### src/rtl/loader_pkg.sv
// Package for regfile_stream_loader: FSM state encoding, host-packet target codes and
// the number of data bytes carried by each regfile write packet.
package loader_pkg;

  // Loader FSM states. DONE is terminal until reset.
  typedef enum logic [2:0] {
    S_HDR     = 3'd0,
    S_ADDR_HI = 3'd1,
    S_ADDR_LO = 3'd2,
    S_DATA    = 3'd3,
    S_WRITE   = 3'd4,
    S_DONE    = 3'd5
  } state_e;

  // Target field, taken from header bits [7:6].
  localparam logic [1:0] TGT_INEX  = 2'b00;
  localparam logic [1:0] TGT_STATE = 2'b01;
  localparam logic [1:0] TGT_START = 2'b10;
  localparam logic [1:0] TGT_RSVD  = 2'b11;

  // Data bytes per packet: ceil(32/8) for InexRecur, ceil(18/8) for state.
  localparam int INEX_NB  = 4;
  localparam int STATE_NB = 3;

endpackage

### src/rtl/regfile_stream_loader.sv
// regfile_stream_loader
//   Decodes a host byte stream (valid/ready) into random-write commands for
//   regfile_InexRecur and regfile_state, then raises is_start to launch the accelerator.
//
// Ports
//   clk, rst                   clock; synchronous active-high reset
//   in_valid, in_data, in_ready host byte stream; a byte transfers when in_valid & in_ready
//   ran_we/w_addr/w_data_InexRecur         write port of regfile_InexRecur
//   ran_we/w_addr/w_data_state_external    write port of regfile_state
//   is_start                   level, high from the START command until reset
//   err                        sticky, a reserved header was seen
//   wr_count                   number of regfile writes issued, saturating
//   dbg_state                  current FSM state (loader_pkg::state_e encoding)
//
// Handshake: in_ready depends only on the FSM state (never on in_valid); a byte is
// consumed on the rising edge where in_valid and in_ready are both high, and in_data
// must be stable while in_valid is high. Holding in_valid low simply stalls the FSM.
module regfile_stream_loader
  import loader_pkg::*;
#(
  parameter int ADDR_W  = 12,
  parameter int INEX_W  = 32,
  parameter int STATE_W = 18
) (
  input  logic               clk,
  input  logic               rst,
  input  logic               in_valid,
  input  logic [7:0]         in_data,
  output logic               in_ready,
  output logic               ran_we_InexRecur,
  output logic [ADDR_W-1:0]  ran_w_addr_InexRecur,
  output logic [INEX_W-1:0]  ran_w_data_InexRecur,
  output logic               ran_we_state_external,
  output logic [ADDR_W-1:0]  ran_w_addr_state_external,
  output logic [STATE_W-1:0] ran_w_data_state_external,
  output logic               is_start,
  output logic               err,
  output logic [15:0]        wr_count,
  output logic [2:0]         dbg_state
);

  state_e               state_q, state_d;
  logic                 is_inex_q, is_inex_d;   // current packet targets InexRecur
  logic [7:0]           addr_hi_q, addr_hi_d;
  logic [ADDR_W-1:0]    addr_q, addr_d;         // assembled packet address
  logic [1:0]           cnt_q, cnt_d;           // data bytes still to come, minus one
  logic [31:0]          shift_q, shift_d;       // byte-shift data assembler
  logic                 err_q, err_d;
  logic [15:0]          wr_count_q, wr_count_d;
  logic [ADDR_W-1:0]    inex_addr_q, inex_addr_d;
  logic [INEX_W-1:0]    inex_data_q, inex_data_d;
  logic [ADDR_W-1:0]    st_addr_q, st_addr_d;
  logic [STATE_W-1:0]   st_data_q, st_data_d;
  logic                 accept;

  always_comb begin
    state_d     = state_q;
    is_inex_d   = is_inex_q;
    addr_hi_d   = addr_hi_q;
    addr_d      = addr_q;
    cnt_d       = cnt_q;
    shift_d     = shift_q;
    err_d       = err_q;
    wr_count_d  = wr_count_q;
    inex_addr_d = inex_addr_q;
    inex_data_d = inex_data_q;
    st_addr_d   = st_addr_q;
    st_data_d   = st_data_q;

    in_ready = (state_q == S_HDR) || (state_q == S_ADDR_HI) ||
               (state_q == S_ADDR_LO) || (state_q == S_DATA);
    accept   = in_valid && in_ready;

    case (state_q)
      S_HDR: begin
        if (accept) begin
          case (in_data[7:6])
            TGT_INEX: begin
              is_inex_d = 1'b1;
              state_d   = S_ADDR_HI;
            end
            TGT_STATE: begin
              is_inex_d = 1'b0;
              state_d   = S_ADDR_HI;
            end
            TGT_START: state_d = S_DONE;
            default:   err_d   = 1'b1;  // reserved: drop the byte, stay in HDR
          endcase
        end
      end
      S_ADDR_HI: begin
        if (accept) begin
          addr_hi_d = in_data;
          state_d   = S_ADDR_LO;
        end
      end
      S_ADDR_LO: begin
        if (accept) begin
          // Upper address bits beyond ADDR_W are dropped here.
          addr_d  = ADDR_W'({addr_hi_q, in_data});
          cnt_d   = is_inex_q ? 2'(INEX_NB - 1) : 2'(STATE_NB - 1);
          state_d = S_DATA;
        end
      end
      S_DATA: begin
        if (accept) begin
          shift_d = 32'({shift_q, in_data});
          if (cnt_q == 2'd0) begin
            // Last byte: latch the target's address/data so they are valid during
            // the WRITE-cycle strobe and then hold until that port's next write.
            state_d = S_WRITE;
            if (is_inex_q) begin
              inex_addr_d = addr_q;
              inex_data_d = shift_d[INEX_W-1:0];
            end else begin
              st_addr_d = addr_q;
              st_data_d = shift_d[STATE_W-1:0];
            end
          end else begin
            cnt_d = cnt_q - 2'd1;
          end
        end
      end
      S_WRITE: begin
        if (wr_count_q != 16'hFFFF) wr_count_d = wr_count_q + 16'd1;
        state_d = S_HDR;
      end
      S_DONE:  state_d = S_DONE;
      default: state_d = S_HDR;
    endcase
  end

  always_ff @(posedge clk) begin
    if (rst) begin
      state_q     <= S_HDR;
      is_inex_q   <= 1'b0;
      addr_hi_q   <= '0;
      addr_q      <= '0;
      cnt_q       <= '0;
      shift_q     <= '0;
      err_q       <= 1'b0;
      wr_count_q  <= '0;
      inex_addr_q <= '0;
      inex_data_q <= '0;
      st_addr_q   <= '0;
      st_data_q   <= '0;
    end else begin
      state_q     <= state_d;
      is_inex_q   <= is_inex_d;
      addr_hi_q   <= addr_hi_d;
      addr_q      <= addr_d;
      cnt_q       <= cnt_d;
      shift_q     <= shift_d;
      err_q       <= err_d;
      wr_count_q  <= wr_count_d;
      inex_addr_q <= inex_addr_d;
      inex_data_q <= inex_data_d;
      st_addr_q   <= st_addr_d;
      st_data_q   <= st_data_d;
    end
  end

  // Strobes come straight from the WRITE state; rst masks them so a reset landing
  // in the WRITE cycle never lets a write through.
  assign ran_we_InexRecur          = (state_q == S_WRITE) && is_inex_q && !rst;
  assign ran_we_state_external     = (state_q == S_WRITE) && !is_inex_q && !rst;
  assign ran_w_addr_InexRecur      = inex_addr_q;
  assign ran_w_data_InexRecur      = inex_data_q;
  assign ran_w_addr_state_external = st_addr_q;
  assign ran_w_data_state_external = st_data_q;
  assign is_start                  = (state_q == S_DONE);
  assign err                       = err_q;
  assign wr_count                  = wr_count_q;
  assign dbg_state                 = state_q;

endmodule

### config.mk
export PLATFORM = sky130hd
export DESIGN_NAME = regfile_stream_loader
export DESIGN_NICKNAME = d
export VERILOG_FILES = /design/src/rtl/loader_pkg.sv /design/src/rtl/regfile_stream_loader.sv
export SDC_FILE = /design/constraint.sdc
export NUM_CORES = 1
export LEC_CHECK = 0
export ABC_AREA = 1
export ABC_CLOCK_PERIOD_IN_PS = 2900
export BUFFER_PORTS_ARGS = -buffer_cell sky130_fd_sc_hd__buf_2
export CAP_MARGIN = 25
export CELL_PAD_IN_SITES_DETAIL_PLACEMENT = 0
export CELL_PAD_IN_SITES_GLOBAL_PLACEMENT = 2
export CORE_UTILIZATION = 33
export CTS_CLUSTER_SIZE = 12
export DETAILED_ROUTE_END_ITERATION = 8
export PLACE_DENSITY = 0.91
export REMOVE_ABC_BUFFERS = 1
export SLEW_MARGIN = 20
export SYNTH_ARGS = -nofsm -noshare
export SYNTH_HDL_FRONTEND = slang
export SYNTH_SLANG_ARGS = --single-unit
### constraint.sdc
create_clock -name clk -period 2.9 [get_ports clk]
set_input_delay 0.29 -clock clk [delete_from_list [all_inputs] [get_ports clk]]
set_output_delay 0.29 -clock clk [all_outputs]
set_load 0.005 [all_outputs]
==> metrics.txt <==
CTS clk-pin slew, worst paths 0.06 ns; net switching power 1380 uW; post-route ant nets 0; Hold-fix buffers, CTS 0; RSZ-0062 raised after global routing false; root buffer cell clkbuf_16; post_cts resized 0; clk_skew 0.00944 ns; CP Launch Type flop; die height 130 um; worst hold path type input port to flop; Max Clk Rate 487 MHz; area leader, netlist dfxtp_1; die area 16800 sq um; Initial DRC Count 358; largest net degree at the start of global routing 61; top_reg_cell synth dfxtp_1; synth unique cells 26; vias in the first global route 3963; Slew Limit Fails 0; Cell Area, Synth 5380 sq um; CP top delay family simple AND/OR/NAND/NOR gates; leakage power figure 0.00280 uW; Pre-antenna DRT Iters 4; setup slack, reg-to-reg 0.85 ns; Total GRT Usage 15.9%; crit path max fanout 32; pwr/cell area 742 nW/um^2; Synth-to-Final Area Change 24.5%; final instance area 6700 sq um; # Post-CTS Setup Buffers 0; WS Path Type flop to flop; layout cells sized above 1 19.4%; Area after DPL 6080 sq um; Num CTS Buffers 17; warning count from the yosys run 0; Final Critical Period 2.05 ns; sequential area share after synthesis 51.0%; Placed Cells 1010; top post-synthesis cells by count 137 x dfxtp_1, 137 x nor2_1, 115 x a21oi_1; crit path DAT 2.34 ns; Ports 109; Port Buffers 108; critical path endpoint category flop; Comb pwr share 11.9%; Layout Nets 826; clock share of power 45.5%; initial antenna violation count 0; H-tree depth 4; DRC viols 0; # diodes 0; Reg power frac 42.6%; vias per cell 4.36; routed wire length 13.0 mm; Die X 130 um; Core ar. 15900 sq um; first-pass GRT wire length 20.7 mm; ranking of synthesized cells by area dfxtp_1 51%, a21oi_1 11%, nor2_1 9.6%; Worst-Margin Slew 0.649 ns; hpwl dp 8.34 mm; CTS tree yes; Yosys top cell area share 51.0%; setup TNS 0 ns; sw frac 27.7%; Buf+Inv Stages, Crit Path 2; GPL Wtd Cong 0.767; CP required 3.19 ns; Mean Syn Cell Area 7.49 sq um; final hold vios 0; clk_lat worst skew 0.42 ns; worst-case clock buffer depth 2; Critical Path Most Common Cell nand3_2; Vias 4544; CP max stage cell nand3_2; GR Overflow Total 0; asr flop ratio synth 0%; period utilization 70.7%; number of synthesized register bits 137; row count 46; Layout Cells excl Fill 1042; status completed; final setup fails 0; crit-path cells inv_2, nand3_2, nor2_4, nand3_2, buf_12, a21oi_1, nor2_1; Tot Pwr 4970 uW; Max Cap Viol 0; Int Power 3590 uW; maximum VDD drop 406 uV; slew margin rel. 56.7%; CP peak stage delay 0.51 ns; Post-Synthesis Cells 718; Num Clock Sinks 137; effective utilization at floorplan 33.9%; Routed WL per cell 12.4 um; EDFF count, synth 0
tightest hold or removal path, cell delays in order:
cell and delay (ns):
buf_2 0.12, nor2_1 0.05, nor2_1 0.08
area by class of cell:
type | instances | area (sq um)
multi-input cells | 451 | 2090
inverters | 91 | 342
well taps | 216 | 270
clock inverters | 14 | 186
repair buffers | 115 | 631
flip-flops and latches | 137 | 2740
clock buffers | 18 | 429
fillers | 1671 | 9190
cell usage in the layout (no fill, tap or decap), drive strengths merged:
| master | count |
|---|---|
| o21ai | 87 |
| clkinv | 3 |
| nand2 | 68 |
| ha | 2 |
| nand4 | 7 |
| clkbuf | 18 |
| clkinvlp | 4 |
| xor2 | 3 |
| nor4 | 1 |
| a31oi | 1 |
| a21oi | 115 |
| nor3 | 4 |
| inv | 95 |
| nand3 | 16 |
| bufinv | 3 |
| xnor2 | 3 |
| o21a | 2 |
| dfxtp | 137 |
| nor2 | 142 |
| buf | 115 |
cells by family (layout without fill, tap and decap cells):
| group | after synthesis | after routing | share of synthesized area (%) |
|---|---|---|---|
| xor gates and xnor gates | 6 | 6 | 0.977 |
| adders and majority gates | 2 | 2 | 0.465 |
| buffers and inverters | 130 | 238 | 10.1 |
| and+or+nand+nor | 238 | 238 | 18.2 |
| DFF | 137 | 137 | 51.0 |
| AOI/OAI and AO/OA | 205 | 205 | 19.3 |
through the flow:
| step | utilization, % | setup WS [ns] | hold slack [ns] |
|---|---|---|---|
| 5_1_grt | 42.1 | 0.637 | 0.166 |
| 6_report | 42.1 | 0.848 | 0.158 |
| 4_1_cts | 42.1 | 0.830 | 0.143 |
| 3_5_place_dp | 38.3 | 0.840 | 0.431 |
| 2_1_floorplan | - | 0.717 | 0.359 |
| 3_3_place_gp | 38.3 | 0.898 | 0.429 |
sequential cells by signal (all words and copies together) (netlist names):
register and count:
shift_q 24, ran_w_addr_InexRecur 12, ran_w_addr_state_external 12, dbg_state 3, ran_w_data_state_external 18, addr_hi_q 4
cnt_q 2, wr_count 16, err 1, is_inex_q 1, addr_q 12, ran_w_data_InexRecur 32
routing by layer:
metal  GRT usage (%)  up-vias  share of wire, %
li1                -     2492                 -
met1            21.9     1963                52
met2            23.3       73                43
met3            4.38       16               3.8
met4            6.77        0               1.5
met5               0        -                 0
worst paths after layout:
check	from	endpoint	cells after the start
setup / recovery	dbg_state[2]	ran_w_data_InexRecur[10]	7
hold / removal	in_data[5]	addr_q[5]	3
setup reg to reg	dbg_state[2]	ran_w_data_InexRecur[10]	7
hold reg to reg	ran_w_data_state_external[3]	ran_w_data_state_external[3]	2
power by group through the flow:
stage	combinational [uW]	clock (uW)	sequential [uW]
3_5_place_dp	596	0	2160
5_1_grt	679	2390	2140
3_3_place_gp	600	0	2160
2_1_floorplan	386	0	2140
4_1_cts	600	2310	2120
6_report	591	2260	2120
Note: power is estimated with default switching activity, not from simulation.
